## src/rtl/beat_sequencer.sv

```systemverilog
// ---------------------------------------------------------------------------
// beat_sequencer
//
// Timing generator for the instruction decoder. Every instruction is a
// 4-beat fetch cycle (quick=1) followed by a 4-beat execute cycle (quick=0).
// The active beat is presented one-hot on slow (1000,0100,0010,0001).
// Supports free-run and single-step. A beat is held while the decoder
// requests a memory access that has not completed. The machine stops on the
// halt opcode or on a memory wait timeout.
//
// Ports:
//   clk          system clock, all state on the rising edge
//   rst          asynchronous active-high reset
//   run          level, execute instructions continuously
//   step         one-cycle pulse, run exactly one instruction from IDLE
//   ir           current instruction register contents
//   mem_rw       decoder W,R bits for the current beat (nonzero = access)
//   mem_ready    memory has completed the current access
//   slow         one-hot beat to decoder, 0000 when not sequencing
//   quick        1 = fetch cycle, 0 = execute cycle
//   busy         high while fetching or executing
//   halted       high in HALT
//   bus_err      sticky memory wait timeout flag
//   instr_count  retired-instruction counter (wraps)
// ---------------------------------------------------------------------------
module beat_sequencer #(
    parameter logic [7:0] HALT_OPCODE = 8'hFF,
    parameter int         WAIT_MAX    = 15,
    parameter int         CNT_W       = 16
) (
    input  logic             clk,
    input  logic             rst,
    input  logic             run,
    input  logic             step,
    input  logic [7:0]       ir,
    input  logic [1:0]       mem_rw,
    input  logic             mem_ready,
    output logic [3:0]       slow,
    output logic             quick,
    output logic             busy,
    output logic             halted,
    output logic             bus_err,
    output logic [CNT_W-1:0] instr_count
);

    localparam int WAIT_W = $clog2(WAIT_MAX + 1);

    typedef enum logic [1:0] {
        S_IDLE  = 2'd0,
        S_FETCH = 2'd1,
        S_EXEC  = 2'd2,
        S_HALT  = 2'd3
    } state_t;

    state_t             r_state;
    logic [3:0]         r_slow;
    logic               r_quick;
    logic               r_busy;
    logic               r_halted;
    logic               r_bus_err;
    logic [CNT_W-1:0]   r_count;
    logic [WAIT_W-1:0]  r_wait;
    logic               r_step;     // current instruction was started by step

    logic               w_active;
    logic               w_stall;
    logic [WAIT_W-1:0]  w_wait_next;
    logic               w_timeout;
    logic               w_last_beat;

    assign w_active    = (r_state == S_FETCH) || (r_state == S_EXEC);
    assign w_stall     = w_active && (mem_rw != 2'b00) && !mem_ready;
    assign w_wait_next = r_wait + 1'b1;
    // The stall that brings the counter up to WAIT_MAX is the one that
    // trips the timeout, so the machine halts on that same edge.
    assign w_timeout   = w_stall && (w_wait_next == WAIT_W'(WAIT_MAX));
    assign w_last_beat = r_slow[0];

    always_ff @(posedge clk or posedge rst) begin
        if (rst) begin
            r_state   <= S_IDLE;
            r_slow    <= 4'b0000;
            r_quick   <= 1'b1;
            r_busy    <= 1'b0;
            r_halted  <= 1'b0;
            r_bus_err <= 1'b0;
            r_count   <= '0;
            r_wait    <= '0;
            r_step    <= 1'b0;
        end else begin
            case (r_state)
                S_IDLE: begin
                    // run has priority over step; a step latched here
                    // returns the machine to IDLE after one instruction.
                    if (run || step) begin
                        r_state <= S_FETCH;
                        r_slow  <= 4'b1000;
                        r_quick <= 1'b1;
                        r_busy  <= 1'b1;
                        r_wait  <= '0;
                        r_step  <= !run;
                    end
                end

                S_FETCH, S_EXEC: begin
                    if (w_stall) begin
                        if (w_timeout) begin
                            r_state   <= S_HALT;
                            r_slow    <= 4'b0000;
                            r_quick   <= 1'b1;
                            r_busy    <= 1'b0;
                            r_halted  <= 1'b1;
                            r_bus_err <= 1'b1;
                            r_wait    <= '0;
                        end else begin
                            r_wait <= w_wait_next;
                        end
                    end else begin
                        r_wait <= '0;
                        if (!w_last_beat) begin
                            r_slow <= r_slow >> 1;
                        end else if (r_state == S_FETCH) begin
                            r_state <= S_EXEC;
                            r_slow  <= 4'b1000;
                            r_quick <= 1'b0;
                        end else begin
                            // Leaving the final execute beat retires the
                            // instruction; ir is sampled on this edge.
                            r_count <= r_count + 1'b1;
                            if (ir == HALT_OPCODE) begin
                                r_state  <= S_HALT;
                                r_slow   <= 4'b0000;
                                r_quick  <= 1'b1;
                                r_busy   <= 1'b0;
                                r_halted <= 1'b1;
                                r_step   <= 1'b0;
                            end else if (r_step) begin
                                r_state <= S_IDLE;
                                r_slow  <= 4'b0000;
                                r_quick <= 1'b1;
                                r_busy  <= 1'b0;
                                r_step  <= 1'b0;
                            end else if (run) begin
                                // Back-to-back instruction, no idle gap.
                                r_state <= S_FETCH;
                                r_slow  <= 4'b1000;
                                r_quick <= 1'b1;
                            end else begin
                                r_state <= S_IDLE;
                                r_slow  <= 4'b0000;
                                r_quick <= 1'b1;
                                r_busy  <= 1'b0;
                            end
                        end
                    end
                end

                S_HALT: begin
                    // Terminal until reset; run and step are ignored.
                    r_slow  <= 4'b0000;
                    r_quick <= 1'b1;
                    r_busy  <= 1'b0;
                end

                default: begin
                    r_state <= S_IDLE;
                    r_slow  <= 4'b0000;
                    r_quick <= 1'b1;
                    r_busy  <= 1'b0;
                end
            endcase
        end
    end

    assign slow        = r_slow;
    assign quick       = r_quick;
    assign busy        = r_busy;
    assign halted      = r_halted;
    assign bus_err     = r_bus_err;
    assign instr_count = r_count;

endmodule

```

## config.mk

```make
export PLATFORM = sky130hd
export DESIGN_NAME = beat_sequencer
export DESIGN_NICKNAME = d
export VERILOG_FILES = /design/src/rtl/beat_sequencer.sv
export SDC_FILE = /design/constraint.sdc
export NUM_CORES = 1
export LEC_CHECK = 0
export CAP_MARGIN = 20
export CORE_MARGIN = 10
export CORE_UTILIZATION = 45
export DETAILED_ROUTE_END_ITERATION = 16
export PLACE_DENSITY = 0.76
export SYNTH_ARGS = -nofsm -noshare
export SYNTH_HDL_FRONTEND = slang
export SYNTH_SLANG_ARGS = --single-unit
```

## constraint.sdc

```tcl
create_clock -name clk -period 1.8 [get_ports clk]
set_input_delay 0.36 -clock clk [delete_from_list [all_inputs] [get_ports clk]]
set_output_delay 0.36 -clock clk [all_outputs]
set_load 0.01 [all_outputs]
```

# --- Word-level counts from Yosys, hierarchy flattened ---
# Cells that the tools add are included.
word_totals:
  regBits: 31
  elab_cells: 95
  input_bits: 15
op_classes:
  bitwise: 2
  reduce_logical: 22
  mux: 45
  n_eq_ne: 15
  addsub: 2
ops:
  columns: ["op", "n"]
  rows:
  - ["2-to-1 mux 4 bit", 11]
  - ["2-to-1 mux 1 bit", 22]
  - ["adder 16 x 1 -> 16 bit, second input constant", 1]
  - ["AND reduction 5 bit", 3]
  - ["2-to-1 mux 2 bit", 6]
  - ["case mux 4 bit (3 select lines)", 1]
  - ["inequality test 2 bit, second input constant", 5]
  - ["inequality test 3 bit, second input constant", 3]
  - ["== test 8 bit, second input constant", 1]
  - ["case mux 4 bit (2 select lines)", 1]
  - ["AND reduction 4 bit", 2]
  - ["nonzero test 2 bit", 4]
  - ["case mux 1 bit (3 select lines)", 2]
  - ["AND reduction 3 bit", 2]
  - ["inequality test 5 bit, second input constant", 1]
  - ["adder 4 x 1 -> 4 bit, second input constant", 1]
  - ["== test 2 bit, second input constant", 2]
  - ["== test 4 bit, second input constant", 1]
  - ["case mux 2 bit (2 select lines)", 1]
  - ["AND reduction 2 bit", 2]
  - ["logical AND 1 bit", 3]
  - ["== test 2 x 1 -> 1 bit, second input constant", 1]
  - ["zero test 1 bit", 2]
  - ["zero test 2 bit", 1]
  - ["5 further kinds", 7]

# --- Longest topological paths before layout ---
# Gate-level depths: netlist of run 1.
depth:
  word_depth: 8
  mapped_depth: 8

# --- Worst setup path after synthesis of run 1 ---
# No wires, ideal clock.
synth_path:
  kind: "register to register"
  from: "register r_state[0]"
  to: "register r_busy, in the netlist busy"
  arrival_ns: 1.760
  required_time_ns: 1.675
  period_less_slack_ns: 1.885
  stages_incl_launch_ff: 8
  path_slack_ns: -0.085
  path_buffers: 1
  setup_time_ns: 0.125
  cell_sequence: "dfrtp_1 inv_1 ha_1 buf_2 o21ai_0 a311oi_2 nor3_2 mux2_4"
synth_via:
  elab_chain_cells: 7
synth_lines:
  columns: ["element", "line", "text"]
  rows:
  - ["start: declaration", "55", "state_t r_state;"]
  - ["start signal: assignment", "81", "r_state <= S_IDLE;"]
  - ["start signal: assignment", "96", "r_state <= S_FETCH;"]
  - ["start signal: assignment", "108", "r_state <= S_HALT;"]
  - ["== test 2 x 1 -> 1 bit or == test 2 bit (tied branches)", "71, 91, 122", null]
  - ["logical OR 1 bit", "71", "assign w_active = (r_state == S_FETCH) || (r_state == S_EXEC);"]
  - ["logical AND 1 bit (2 in series)", "72", "assign w_stall = w_active && (mem_rw != 2'b00) && !mem_ready;"]
  - ["logical AND 1 bit", "76", "assign w_timeout = w_stall && (w_wait_next == WAIT_W'(WAIT_MAX));"]
  - ["inequality test 3 bit (no line)", null, null]
  - ["AND reduction 5 bit (no line)", null, null]
  - ["end signal: assignment", "84", "r_busy <= 1'b0;"]
  - ["end signal: assignment", "99", "r_busy <= 1'b1;"]
  - ["end signal: assignment", "111", "r_busy <= 1'b0;"]
  - ["end: declaration", "58", "logic r_busy;"]
# Parallel ways exist; a longest one is shown, timed or not.
# A chain may end at the register's enable or synchronous reset.

# --- Worst setup path in the final report of run 1 ---
layout_path:
  from: "register r_wait[1]"
  to: "register r_slow[1], in the netlist slow[1]"
layout_via:
  elab_chain_cells: 5
layout_lines:
  columns: ["element", "line", "text"]
  rows:
  - ["start: declaration", "62", "logic [WAIT_W-1:0] r_wait;"]
  - ["start signal: assignment", "116", "r_wait <= w_wait_next;"]
  - ["adder 4 x 1 -> 4 bit", "73", "assign w_wait_next = r_wait + 1'b1;"]
  - ["== test 4 bit", "76", null]
  - ["logical AND 1 bit", "76", null]
  - ["inequality test 3 bit (no line)", null, null]
  - ["AND reduction 2 bit (no line)", null, null]
  - ["end signal: assignment", "121", "r_slow <= r_slow >> 1;"]
  - ["end: declaration", "56", "logic [3:0] r_slow;"]
# Every way passes these cells.

==> results.py, run 1 <==
metrics = {
    "placed_design": {
        "numPortBuffers": 38,
        "finalWeightedCongestion": 0.871,
        "post-dp-hpwl_mm": 3.17,
    },
    "run_status": {
        "violations": "negative setup slack",
        "status": "complete, but fails checks",
    },
    "layout": {
        "antenna_cells": 0,
        "area_growth_pct": 50.7,
        "layout-drive-gt1-share_pct": 33.5,
        "n_fill_cell": 282,
        "nets": 243,
        "final_util_pct": 69.6,
    },
    "global_route": {
        "gr-usage-met1_pct": 15.6,
        "grt_overflow": 0,
        "busiest_layer": "met2",
        "use_met3_pct": 4.42,
        "met2_usage_pct": 21.0,
        "grt_usage_pct": 12.9,
        "grt_pass1_wl_mm": 6.71,
        "grt_max_degree": 14,
        "grt_pass1_vias": 1432,
        "antenna_found_initial": 0,
    },
    "sta": {
        "fmax_mhz": 530,
        "slew_viol_final": 0,
        "hold_viol_final": 0,
        "fin_skew_ns": 0.00879,
        "min_period_ns": 1.89,
        "rsz0062_at_grt": "yes",
        "min_period_over_period_pct": 105,
        "tns_ns": -0.382,
        "finalWorstSetupSlack_ns": -0.0853,
        "tightest_slew_ns": 0.384,
        "maxSlewHeadroom_pct": 74.1,
        "setup_viol": 7,
    },
    "floorplanning": {
        "core_region_area_mm2": 0.00363,
        "ioPinCount": 39,
        "dieArea_mm2": 0.00657,
        "initial_core_util_pct": 46.2,
        "dieWidth_um": 81.1,
        "die_h_um": 81.1,
        "fp-row-count": 22,
    },
    "routing": {
        "drcViolationCount": 0,
        "drtAntennaViolNets": 0,
        "viasPerCell": 5.10,
        "totalWireLength_mm": 4.01,
        "dr.pass1.iters": 4,
        "vias": 1372,
        "drt-initial-drc-count": 58,
        "detail_route.wl_per_cell_um": 14.9,
    },
    "pwr": {
        "power.density_mw_per_mm2": 1220,
        "peakVddDrop_uv": 845,
        "p_leak_nw": 1.14,
    },
    "logic_synthesis": {
        "syn-num-nets": 173,
        "ys_types": 48,
        "ys_seq_area_share_pct": 46.3,
        "ys_ff_latch": 31,
        "ys_warn_count": 0,
        "synthArstFlopShare_pct": 100,
        "synthCells": 150,
        "syn_area_per_cell_um2": 11.2,
        "synth-main-ff-cell": "dfrtp_1",
        "synth-edff-count": 0,
        "syn-cell-area_mm2": 0.00168,
    },
    "critical_path": {
        "crit_type": "reg -> reg",
        "cp-start-kind": "register",
        "end_kind": "register",
        "crit_arrival_ns": 2.05,
        "cp_max_fo": 4,
        "worstPathRequired_ns": 1.97,
    },
    "cts": {
        "htreeDepth": 2,
        "clock_path_buffers": 2,
        "cts_root_buf": "clkbuf_8",
        "cts_sinks": 31,
        "clock_latency_ns": 0.29,
        "clkTransAtPathRegs_ns": 0.07,
        "cts_made_buffers": 5,
        "ctsHoldBuffers": 0,
        "cts_tree": "built",
    },
    "hold_path": {
        "min_path_type": "in -> async",
    },
    "job": {
        "drv_cap": 0,
    },
}
-- flip-flops by register name, summed over array words and instances, names as in the netlist --
name,flops
bus_err,1
busy,1
halted,1
instr_count,16
quick,1
r_state,2
r_step,1
r_wait,4
slow,4
-- layout by cell type (no fill, tap or decap), types with 3 or more instances in the layout --
master	count
mux2_1	3
xnor2_1	12
mux2_4	3
clkbuf_8	7
clkdlybuf4s50_1	38
buf_4	28
nand3_1	7
nand2_1	10
and3_1	3
inv_2	3
nand3_2	4
and2_1	3
nor2_1	7
ha_1	4
dfrtp_1	30
ha_4	3
-- layer usage --
layer	wire length, um	up-vias
met2	1990	36
met1	1750	656
met5	0	-
met3	207	5
li1	-	675
met4	55	0
-- cell type report --
cell class	instances	area, um^2	area share [%]
clock buffer	7	96.3	3.81
clock inverter	1	7.51	0.297
inverter	5	18.8	0.742
multi-input combinational	111	980	38.7
sequential	31	777	30.7
tap	48	60.1	2.37
timing repair buffer	66	591	23.3
-- cell usage after synthesis, types with 2 or more instances --
library cell,instances,share of area (%)
a21oi_1,3,0.89
ha_1,8,6.0
xnor2_1,13,6.8
nand2_1,11,2.5
xor2_1,2,1.0
o21ai_0,4,1.2
a211o_1,2,1.0
and4_1,4,2.1
dfrtp_1,30,45
buf_4,2,0.89
inv_1,5,1.1
nand4_1,2,0.75
nor3_1,2,0.60
nand3_1,11,3.3
nor3_2,2,1.2
mux2_4,2,1.8
and2_1,3,1.1
and3_1,3,1.1
nand2b_1,2,0.75
nor2_1,7,1.6
mux2_1,4,2.7
o21bai_1,2,0.89
-- metrics by stage --
stage	power [mW]	hold slack [ns]	setup WS (ns)	cell area, um^2	instances
6_report	3.07	0.327	-0.0853	2530	269
5_1_grt	3.30	0.355	-0.147	2530	269
4_1_cts	2.95	0.341	-0.102	2430	266
3_5_place_dp	2.26	0.456	-0.321	2290	255
3_3_place_gp	2.21	0.447	-0.270	2290	255
2_1_floorplan	1.75	0.460	-0.0360	1710	150
-- worst max-delay path, cell delays in order (launching register included) --
cell	delay [ns]
dfrtp_1	0.42
ha_2	0.21
or3b_4	0.40
o211ai_2	0.18
a21oi_2	0.07
nor2_4	0.15
mux2_1	0.33
-- path summary, 6_finish.rpt --
check | startpoint | endpoint | slack, ns | depth (start not counted)
setup / recovery | r_wait[1] | slow[1] | -0.09 | 6
hold / removal | rst | instr_count[3] | 0.33 | 2
setup reg to reg | r_wait[1] | slow[1] | -0.09 | 6
hold reg to reg | instr_count[15] | instr_count[15] | 0.47 | 1
max in group asynchronous | rst | quick | 0.92 | 3
min in group clk | instr_count[15] | instr_count[15] | 0.47 | 1
-- power breakdown --
group	total (mW)	internal, mW	leakage [nW]	switching [mW]
clock	0.619	0.348	0.0505	0.271
sequential	0.918	0.822	0.416	0.0956
combinational	1.54	0.840	0.674	0.698
total	3.07	2.01	1.14	1.06
-- logic make-up (layout without fill, tap and decap cells) --
| family | after synthesis | after routing | share of synthesized area (%) |
|---|---|---|---|
| simple gates | 57 | 57 | 20.6 |
| flops | 31 | 31 | 46.3 |
| compound gates | 23 | 23 | 11.3 |
| xor+xnor | 15 | 15 | 7.82 |
| fa+ha+maj | 8 | 8 | 5.96 |
| mux | 8 | 8 | 5.74 |
| buf+inv | 8 | 79 | 2.31 |
-- timing repair --
action / CTS / global route
buffers inserted: 3 / 3
setup endpoints to repair: 19 / 23
resized for setup: 7 / 15
pin swaps: 7 / 3
(Power assumes the default switching activity.)
==> run 2: changes to the inputs <==
Settings changed: SETUP_SLACK_MARGIN set to 0.2.
==> run 2 against run 1 <==
  * The flow still finishes with violations (negative setup slack)
  * Register-to-register slack got worse by 0.07 ns
  * Maximum frequency down 3.5%
  * Die area unchanged
  * Clock-buffer cell count decreased by 1
  * Routed wire length is 34% higher
  * Clock power up 20%
  * Via count grew 10%
  * Setup slack got worse by 0.068 ns
  * Core utilization grew 11 points
==> results.py, run 2 (same netlist as run 1, synthesis figures left out) <==
metrics = {
    "pwr": {
        "p_comb_share_pct": 56.1,
        "total_power_mw": 3.78,
        "power.density_mw_per_mm2": 1290,
        "peakVddDrop_uv": 698,
        "p_clk_share_pct": 19.6,
        "netSwitchingPower_mw": 1.33,
        "swShare_pct": 35.1,
        "seqPwrFrac_pct": 24.3,
        "p_leak_nw": 1.56,
        "p_int_mw": 2.45,
    },
    "layout": {
        "n_fill_cell": 210,
        "antenna_cells": 0,
        "multi_input_area_mm2": 0.00118,
        "final_common_cell": "buf_4",
        "layout_common_cells": "buf_4 (30), dfrtp_1 (28), clkdlybuf4s50_1 (22)",
        "seqCellArea_um2": 779,
        "largest_register_ff_count": 16,
        "nets": 260,
        "layout-drive-gt1-share_pct": 49.6,
        "final_cell_area_mm2": 0.00293,
        "finalNonFillerCells": 286,
        "area_growth_pct": 74.4,
    },
    "sta": {
        "maxSlewHeadroom_pct": 72.1,
        "min_period_over_period_pct": 109,
        "setup_viol": 11,
        "min_period_ns": 1.95,
        "finalWorstSetupSlack_ns": -0.153,
        "tightest_slew_ns": 0.416,
        "hold_viol_final": 0,
        "slew_viol_final": 0,
        "fmax_mhz": 512,
        "fin_skew_ns": 0.0103,
        "rsz0062_at_grt": "yes",
    },
    "global_route": {
        "grt_pass1_wl_mm": 8.22,
        "antenna_found_initial": 0,
        "grt_pass1_vias": 1631,
        "grt_max_degree": 32,
        "grt_overflow": 0,
        "grt_usage_pct": 16.4,
    },
    "floorplanning": {
        "dieArea_mm2": 0.00657,
        "fp-row-count": 22,
        "die_h_um": 81.1,
        "ioPinCount": 39,
        "core_region_area_mm2": 0.00363,
        "dieWidth_um": 81.1,
        "initial_core_util_pct": 46.2,
    },
    "placed_design": {
        "numPortBuffers": 38,
        "post-dp-hpwl_mm": 3.32,
        "finalWeightedCongestion": 0.888,
        "dp.cells": 256,
        "placed_area_mm2": 0.00236,
    },
    "job": {
        "drv_cap": 0,
    },
    "cts": {
        "clkTransAtPathRegs_ns": 0.08,
        "cts_tree": "built",
        "clock_latency_ns": 0.30,
        "cts_made_buffers": 5,
        "htreeDepth": 2,
        "cts_sinks": 31,
        "cts_root_buf": "clkbuf_8",
        "clock_path_buffers": 2,
    },
    "routing": {
        "top_layer_used": "met4",
        "drtAntennaViolNets": 0,
        "detail_route.wl_per_cell_um": 18.8,
        "met2WireLength_mm": 2.92,
        "drt-initial-drc-count": 44,
        "wl_met3_um": 235,
        "totalWireLength_mm": 5.38,
        "dr.pass1.iters": 4,
        "wl_met1_mm": 2.13,
        "viasPerCell": 5.28,
        "drcViolationCount": 0,
        "vias": 1510,
    },
    "critical_path": {
        "cp-start-kind": "register",
        "worstPathRequired_ns": 1.98,
        "end_kind": "register",
        "cp_max_fo": 4,
        "crit_arrival_ns": 2.14,
        "crit_type": "reg -> reg",
    },
    "run_status": {
        "violations": "negative setup slack",
        "status": "complete, but fails checks",
    },
    "hold_path": {
        "min_path_type": "in -> async",
    },
}
run 2: cell types whose count changed in the layout (fill, tap and decap cells not counted), moves of 3 or more:
cell	previous run	this run
buf_6	0	15
clkdlybuf4s50_1	38	22
dlygate4sd2_1	0	12
dlymetal6s2s_1	0	4
mux2_4	3	6
nand2_1	10	4
nand2_4	0	6
nand3_1	7	4
xnor2_1	12	5
xnor2_2	1	8
run 2: power groups by stage:
stage | combinational [mW] | clock (mW) | sequential, mW
finish | 2.12 | 0.740 | 0.919
global route | 2.26 | 0.783 | 0.941
CTS | 1.92 | 0.743 | 0.911
detailed placement | 1.46 | 0 | 0.934
global placement | 1.39 | 0 | 0.919
floorplan | 0.867 | 0 | 0.951
run 2: worst paths after layout:
kind / slack [ns] / depth (start not counted) / start / end
hold reg to reg: 0.48 / 1 / halted / halted
hold / removal: 0.44 / 3 / rst / r_step
max in group asynchronous: 1.03 / 3 / rst / instr_count[7]
setup / recovery: -0.15 / 8 / r_wait[0] / busy
setup reg to reg: -0.15 / 8 / r_wait[0] / busy
min in group clk: 0.48 / 1 / halted / halted
run 2: final cells by class:
cell class | instances | share of cell area (%)
Inverter | 5 | 0.641
Sequential cell | 31 | 26.6
Clock inverter | 2 | 1.20
Tap cell | 48 | 2.05
Clock buffer | 6 | 2.82
Timing Repair Buffer | 83 | 26.3
Multi-Input combinational cell | 111 | 40.4
run 2: layer usage:
metal / vias up / GRT usage [%]
met3: 10 / 5.52
met1: 765 / 16.6
met4: 0 / 7.09
met2: 26 / 29.9
li1: 709 / -
met5: - / 0
run 2: metrics by stage:
step / setup TNS (ns) / setup WS [ns] / hold WS, ns / util (%)
2_1_floorplan: -0.0873 / -0.0291 / 0.457 / -
3_3_place_gp: -3.35 / -0.201 / 0.450 / 64.9
3_5_place_dp: -4.74 / -0.263 / 0.466 / 64.9
4_1_cts: -0.924 / -0.158 / 0.457 / 75.4
5_1_grt: -2.34 / -0.251 / 0.481 / 80.6
6_report: -1.16 / -0.153 / 0.443 / 80.6
run 2: critical path, stage by stage (launching register included):
cell      delay, ns
dfrtp_1        0.40
inv_1          0.08
ha_2           0.17
or3b_4         0.41
nor3_4         0.13
a311oi_2       0.05
buf_4          0.17
nor3_4         0.12
mux2_4         0.31
run 2: what timing repair did:
| item | CTS | global route |
|---|---|---|
| pin swaps | 25 | 17 |
| endpoints found under the hold margin | 0 | 0 |
| buffers inserted | 15 | 7 |
| gates cloned | 0 | 0 |
| setup endpoints to repair | 42 | 37 |
| hold buffers | 0 | 0 |
| gates resized for setup | 48 | 29 |
